$ cat config.mk
export PLATFORM = sky130hd
export DESIGN_NAME = uart_tx_cfg
export DESIGN_NICKNAME = d
export VERILOG_FILES = /design/src/rtl/uart_tx_cfg.sv
export SDC_FILE = /design/constraint.sdc
export NUM_CORES = 1
export LEC_CHECK = 0
export ABC_AREA = 1
export CAP_MARGIN = 30
export CORE_ASPECT_RATIO = 1.1
export CORE_MARGIN = 2
export CORE_UTILIZATION = 40
export DETAILED_ROUTE_END_ITERATION = 7
export GPL_ROUTABILITY_DRIVEN = 0
export PLACE_DENSITY = 0.61
export SETUP_SLACK_MARGIN = 0.15
export SLEW_MARGIN = 5
export SYNTH_ARGS = -nofsm -noshare
export SYNTH_HDL_FRONTEND = slang
export SYNTH_SLANG_ARGS = --single-unit
$ cat constraint.sdc
create_clock -name clk -period 1.6 [get_ports clk]
set_input_delay 0.16 -clock clk [delete_from_list [all_inputs] [get_ports clk]]
set_output_delay 0.16 -clock clk [all_outputs]
set_load 0.1 [all_outputs]
$ cat src/rtl/uart_tx_cfg.sv
// UART transmitter with one-word holding register and configurable frame format.
// Define UART_TX_PARITY_EN to add the PARITY state and honour parity_mode.
module uart_tx_cfg #(
    parameter int DATA_BITS = 8,
    parameter int STOP_BITS = 1
) (
    input  logic                 clk,
    input  logic                 rst,
    input  logic                 baud_tick,
    input  logic                 in_valid,
    output logic                 in_ready,
    input  logic [DATA_BITS-1:0] in_data,
    input  logic [1:0]           parity_mode,
    output logic                 tx_serial,
    output logic                 tx_busy,
    output logic                 tx_done
);

`ifdef UART_TX_PARITY_EN
    typedef enum logic [2:0] {IDLE, START, DATA, PARITY, STOP} state_t;
`else
    typedef enum logic [2:0] {IDLE, START, DATA, STOP} state_t;
`endif

    localparam logic [3:0] LAST_BIT  = 4'(DATA_BITS - 1);
    localparam logic       LAST_STOP = 1'(STOP_BITS - 1);

    state_t               state, state_n;
    logic [DATA_BITS-1:0] hold_data;
    logic                 hold_full;
    logic [DATA_BITS-1:0] shreg, shreg_n;
    logic [3:0]           cnt, cnt_n;
    logic                 scnt, scnt_n;
    logic                 tx_n, done_n, load;

`ifdef UART_TX_PARITY_EN
    logic [1:0] hold_mode;
    logic       par_on, par_bit;
`else
    logic       unused_mode;
    assign unused_mode = ^parity_mode;
`endif

    assign in_ready = !hold_full;
    assign tx_busy  = (state != IDLE);

    always_ff @(posedge clk) begin
        if (rst) begin
            hold_full <= 1'b0;
            hold_data <= '0;
        end else if (load) begin
            hold_full <= 1'b0;
        end else if (in_valid && in_ready) begin
            hold_full <= 1'b1;
            hold_data <= in_data;
        end
    end

`ifdef UART_TX_PARITY_EN
    // Parity settings travel with the word, not with the live port.
    always_ff @(posedge clk) begin
        if (rst) begin
            hold_mode <= 2'b00;
            par_on    <= 1'b0;
            par_bit   <= 1'b0;
        end else begin
            if (in_valid && in_ready)
                hold_mode <= parity_mode;
            if (load) begin
                par_on  <= (hold_mode == 2'b01) || (hold_mode == 2'b10);
                par_bit <= (hold_mode == 2'b01) ? ~^hold_data : ^hold_data;
            end
        end
    end
`endif

    always_ff @(posedge clk) begin
        if (rst) begin
            state     <= IDLE;
            shreg     <= '0;
            cnt       <= '0;
            scnt      <= 1'b0;
            tx_serial <= 1'b1;
            tx_done   <= 1'b0;
        end else begin
            state     <= state_n;
            shreg     <= shreg_n;
            cnt       <= cnt_n;
            scnt      <= scnt_n;
            tx_serial <= tx_n;
            tx_done   <= done_n;
        end
    end

    always_comb begin
        state_n = state;
        shreg_n = shreg;
        cnt_n   = cnt;
        scnt_n  = scnt;
        tx_n    = tx_serial;
        done_n  = 1'b0;
        load    = 1'b0;
        if (baud_tick) begin
            unique case (state)
                IDLE: begin
                    if (hold_full)
                        load = 1'b1;
                end
                START: begin
                    tx_n    = shreg[0];
                    shreg_n = shreg >> 1;
                    cnt_n   = '0;
                    state_n = DATA;
                end
                DATA: begin
                    if (cnt == LAST_BIT) begin
                        tx_n    = 1'b1;
                        scnt_n  = 1'b0;
                        state_n = STOP;
`ifdef UART_TX_PARITY_EN
                        if (par_on) begin
                            tx_n    = par_bit;
                            state_n = PARITY;
                        end
`endif
                    end else begin
                        tx_n    = shreg[0];
                        shreg_n = shreg >> 1;
                        cnt_n   = cnt + 4'd1;
                    end
                end
`ifdef UART_TX_PARITY_EN
                PARITY: begin
                    tx_n    = 1'b1;
                    scnt_n  = 1'b0;
                    state_n = STOP;
                end
`endif
                STOP: begin
                    if (scnt == LAST_STOP) begin
                        done_n = 1'b1;
                        if (hold_full) begin
                            load = 1'b1;
                        end else begin
                            tx_n    = 1'b1;
                            state_n = IDLE;
                        end
                    end else begin
                        scnt_n = scnt + 1'b1;
                    end
                end
                default: state_n = IDLE;
            endcase
        end
        // A load always starts the start bit, from IDLE or straight out of STOP.
        if (load) begin
            shreg_n = hold_data;
            tx_n    = 1'b0;
            cnt_n   = '0;
            scnt_n  = 1'b0;
            state_n = START;
        end
    end

endmodule

### Yosys cells after proc, flatten, opt, wreduce, memory -nomap -nowiden

Index checks and enable logic that the tools add are counted.

* flip-flop bits (word level): 27
* output and inout port bits: 4

* add/sub/neg operators: 2
* eq/ne operators: 13
* muxes and demuxes: 26
* bitwise logic cells: 4
* reductions and logical operators: 18

Operators with widths (number)
* $mux 8: 3
* $pmux 8 s2: 1
* $mux 1: 13
* $ne 3x3->1 const B: 4
* $pmux 3 s4: 1
* $ne 2x2->1 const B: 5
* $reduce_and 5->1: 2
* $mux 3: 3
* $reduce_and 3->1: 3
* $pmux 4 s2: 1
* $eq 3x2->1 const B: 2
* $reduce_bool 2->1: 3
* $reduce_bool 3->1: 2
* $add 4x1->4 const B: 1
* $eq 4x3->1 const B: 1
* $mux 4: 1
* $not 1->1: 4
* $pmux 1 s2: 2
* $reduce_and 4->1: 1
* $reduce_bool 4->1: 1
* $eq 3x1->1 const B: 1
* $logic_not 3->1: 1
* $pmux 1 s3: 1
* $reduce_or 3->1: 1
* other kinds (5): 5

### Logic depth before layout (Yosys ltp)

* word-level depth: 6
* gate-level depth with buffers: 11

### Least setup slack after synthesis

OpenSTA, ideal clock, no wires.

* kind: reg2reg
* start point: register state[0]
* end point: register shreg[0]
* setup time: 0.113 ns
* arrival time: 1.926 ns
* data required time: 1.487 ns
* setup slack: -0.438 ns
* stages on the path, launching flop included: 12
* buffers on the path: 1
* path through: dfxtp_1 -> inv_1 -> ha_1 -> inv_1 -> nand2_1 -> nand3_2 -> nand2_2 -> nand2_4 -> buf_6 -> nand2_2 -> nand2_1 -> nor2_1

* word-level cells in the longest chain between the ends: 5
* elaborated cells on any way between the ends: 13
* those cells by class: eq/ne: 4; mux: 5; reduce/logical: 4

RTL lines
* from (decl): line 28 `state_t state, state_n;`
* from (signal assigned): line 86 `state <= state_n;`
* $eq 3x2->1 / $logic_not 3->1 (equally long branches): line 104 `unique case (state)`
* $pmux 1 s2: line 104
* $mux 1: line 103 `if (baud_tick) begin`
* $ne 3x3->1 (no source line) (tied with other cells)
* $reduce_and 3->1 (no source line)
* to (signal assigned): line 87 `shreg <= shreg_n;`
* to (decl): line 31 `logic [DATA_BITS-1:0] shreg, shreg_n;`

Parallel ways exist; a longest one is shown, timed or not. The select of a mux whose other input is x is not followed.
A chain may end at the register's enable or synchronous reset.

### Worst setup path after layout

* start point: register state[0]
* end point: register shreg[2]

The elaborated chain is that of the path after synthesis.

==> flow_metrics.py <==
metrics = {
    "critical_path": {
        "critPathMaxFanout": 8,
        "rr_startpoint": "state[0]",
        "arrival_ps": 1690,
        "cp_data_required_time_ps": 1850,
        "cp-end-kind": "flip-flop",
        "critPathLaunchType": "flip-flop",
        "worstSetupPathType": "flip-flop to flip-flop",
        "crit_path_start": "state[0]",
    },
    "sta": {
        "clock.fmax_ghz": 0.694,
        "finalCriticalPeriod_ps": 1440,
        "worst_pin_slew_ps": 245,
        "rsz0062_at_grt": "yes",
        "relSlewSlack_pct": 83.6,
        "holdWs_ps": 393,
        "period_share_pct": 90.0,
        "setup_viol": 0,
        "final.setup_skew_ps": 8.08,
        "hold_viol_final": 0,
        "slew_violations": 0,
        "setup_slack_ps": 159,
    },
    "power_and_ir_drop": {
        "switching_power_uw": 739,
        "clockPowerShare_pct": 15.7,
        "finalPower_mw": 1.87,
        "intPower_mw": 1.13,
        "irDropWorstVdd_mv": 0.541,
        "p_comb_share_pct": 43.8,
        "leakagePower_nw": 0.774,
        "swShare_pct": 39.5,
        "seq_power_share_pct": 40.5,
        "power.density_nw_per_um2": 1090,
    },
    "detailed_routing": {
        "first_pass_iters": 4,
        "drc": 0,
        "wl_um": 2960,
        "routedWlPerCell_um": 12.0,
        "vias": 1234,
        "drtIter0Drc": 39,
        "post_drt_via_cell_ratio": 5.02,
        "detail-route-antenna-nets": 0,
    },
    "yosys": {
        "yosysTopAreaCell": "dfxtp_1",
        "synth.distinct_cells": 20,
        "yosys_warnings": 0,
        "syn_area_per_cell_um2": 6.88,
        "synth_top_family_by_area": "simple AND/OR/NAND/NOR gates",
        "yosys.area_share.simple_pct": 35.3,
        "ys_seq_elements": 25,
        "syn_nets": 208,
        "muxShareOfSynthArea_pct": 0,
        "synth_compound_area_share_pct": 9.52,
        "synth_xor_xnor_area_share_pct": 0.680,
        "synth_area_um2": 1290,
        "ys_seq_area_share_pct": 38.9,
        "synthCells": 187,
        "synth.area.top_cells": "dfxtp_1 (39%), nor2_1 (13%), nand2_1 (11%)",
        "synthAdderAreaFrac_pct": 6.80,
        "synth.top_cell.area_share_pct": 38.9,
    },
    "final_layout": {
        "mostFrequentLayoutCells": "nor2_1 (43), nand2_1 (35), dfxtp_1 (22)",
        "diodes": 0,
        "final_core_util_pct": 56.4,
        "instances_no_fill": 246,
        "syn_to_final_growth_pct": 33.6,
        "layout_commonest_cell": "nor2_1",
        "fillers": 296,
        "fin_nets": 234,
        "drive_gt1_share_pct": 22.6,
    },
    "grt": {
        "antenna_found_initial": 0,
        "first_global_vias": 1185,
        "grt_overflow": 0,
        "grt_pass1_wl_um": 5290,
        "grt_max_degree": 15,
        "track_usage_pct": 18.1,
    },
    "placed_design": {
        "io_buffer_count": 15,
        "hpwl_um": 1980,
        "dpl.cell_count": 235,
        "dpl_worst_slack_ps": 72.3,
    },
    "clocking": {
        "cts_buffers": 3,
        "cts_tree": "built",
        "insertion_delay_ps": 330,
        "htreeDepth": 1,
        "cts_sinks": 25,
        "cts.path.max_buffers": 2,
        "cts_root_buf": "clkbuf_4",
        "clkTransAtPathRegs_ps": 140,
    },
    "die": {
        "start_util_pct": 42.2,
        "num_rows": 21,
        "die_area_um2": 3690,
        "core_um2": 3050,
        "die_w_um": 58.1,
        "die_h_um": 63.5,
        "ioPinCount": 18,
    },
    "min_path": {
        "hold_start": "in_valid",
        "hold_class": "input port to flip-flop",
    },
    "status": {
        "outcome": "complete, no violations",
    },
    "job": {
        "drv_cap": 0,
    },
}
-- Yosys cell counts --
cell type and n:
a21oi_1 8, buf_2 1, buf_4 1, buf_6 2
dfxtp_1 25, ha_1 7, inv_1 18, inv_2 3
nand2_1 38, nand2_2 3, nand2_4 1, nand3_1 11
nand3_2 1, nand4_1 3, nor2_1 45, nor2_2 1
nor2_4 2, o211ai_1 1, o21ai_0 15, xor2_1 1
-- routing by layer --
metal  share of wire [%]  GRT usage, %  wire [um]
met5                   0             0          0
met4                 3.1          5.81         91
met3                 3.6          2.05        107
met2                  51          31.4       1500
met1                  43          22.9       1260
-- path summary, 6_finish.rpt --
kind,endpoint,slack (ps),cells past startpoint
max,shreg[2],160,9
min,hold_full,390,3
max reg2reg,shreg[2],160,9
min reg2reg,cnt[0],470,1
-- logic make-up (layout without fill, tap and decap cells) --
family,Yosys count,after routing
and+or+nand+nor,105,106
DFF,25,25
buffers and inverters,25,49
AOI/OAI and AO/OA,24,24
adders and majority gates,7,7
xor gates and xnor gates,1,1
-- sequential cells by signal, indices dropped and copies added (netlist names) --
signal     count
cnt            4
hold_data      8
hold_full      1
shreg          8
state          2
tx_done        1
tx_serial      1
-- worst max-delay path, cell delays in order (launching register included) --
cell       delay [ps]
dfxtp_4           420
inv_6              50
ha_4              240
inv_2              50
nand3_2            70
nor2_4            150
clkbuf_16         180
o21ai_0            70
nor2_1            100
nor2_1             40
-- area by class of cell --
cell class / instances / area [um^2] / share of cell area (%)
Clock buffer: 3 / 22.5 / 1.31
Sequential cell: 25 / 509 / 29.6
Multi-Input combinational cell: 138 / 763 / 44.4
Tap cell: 34 / 42.5 / 2.47
Timing Repair Buffer: 24 / 288 / 16.7
Clock inverter: 1 / 5.00 / 0.291
Inverter: 21 / 90.1 / 5.24
-- through the flow --
stage,setup TNS [ps],area (um^2)
after floorplan,-1850,1310
after global placement,0,1530
after detailed placement,0,1530
after CTS,0,1670
after global routing,0,1720
final,0,1720
-- power groups by stage --
stage	combinational (mW)	clock [mW]	sequential [mW]
final	0.819	0.293	0.758
after global routing	0.898	0.327	0.769
after CTS	0.781	0.303	0.754
after detailed placement	0.682	0	0.764
after global placement	0.669	0	0.761
after floorplan	0.482	0	0.791
-- what timing repair did --
action | in CTS | in global routing
resized for setup | 14 | 17
endpoints found under the hold margin | 0 | 0
pin swaps | 7 | 9
setup endpoints to repair | 12 | 15
setup buffers | 4 | 1
hold buffers | 0 | 0
cloned | 2 | 0
No activity file was read; power rests on OpenSTA's default activity.
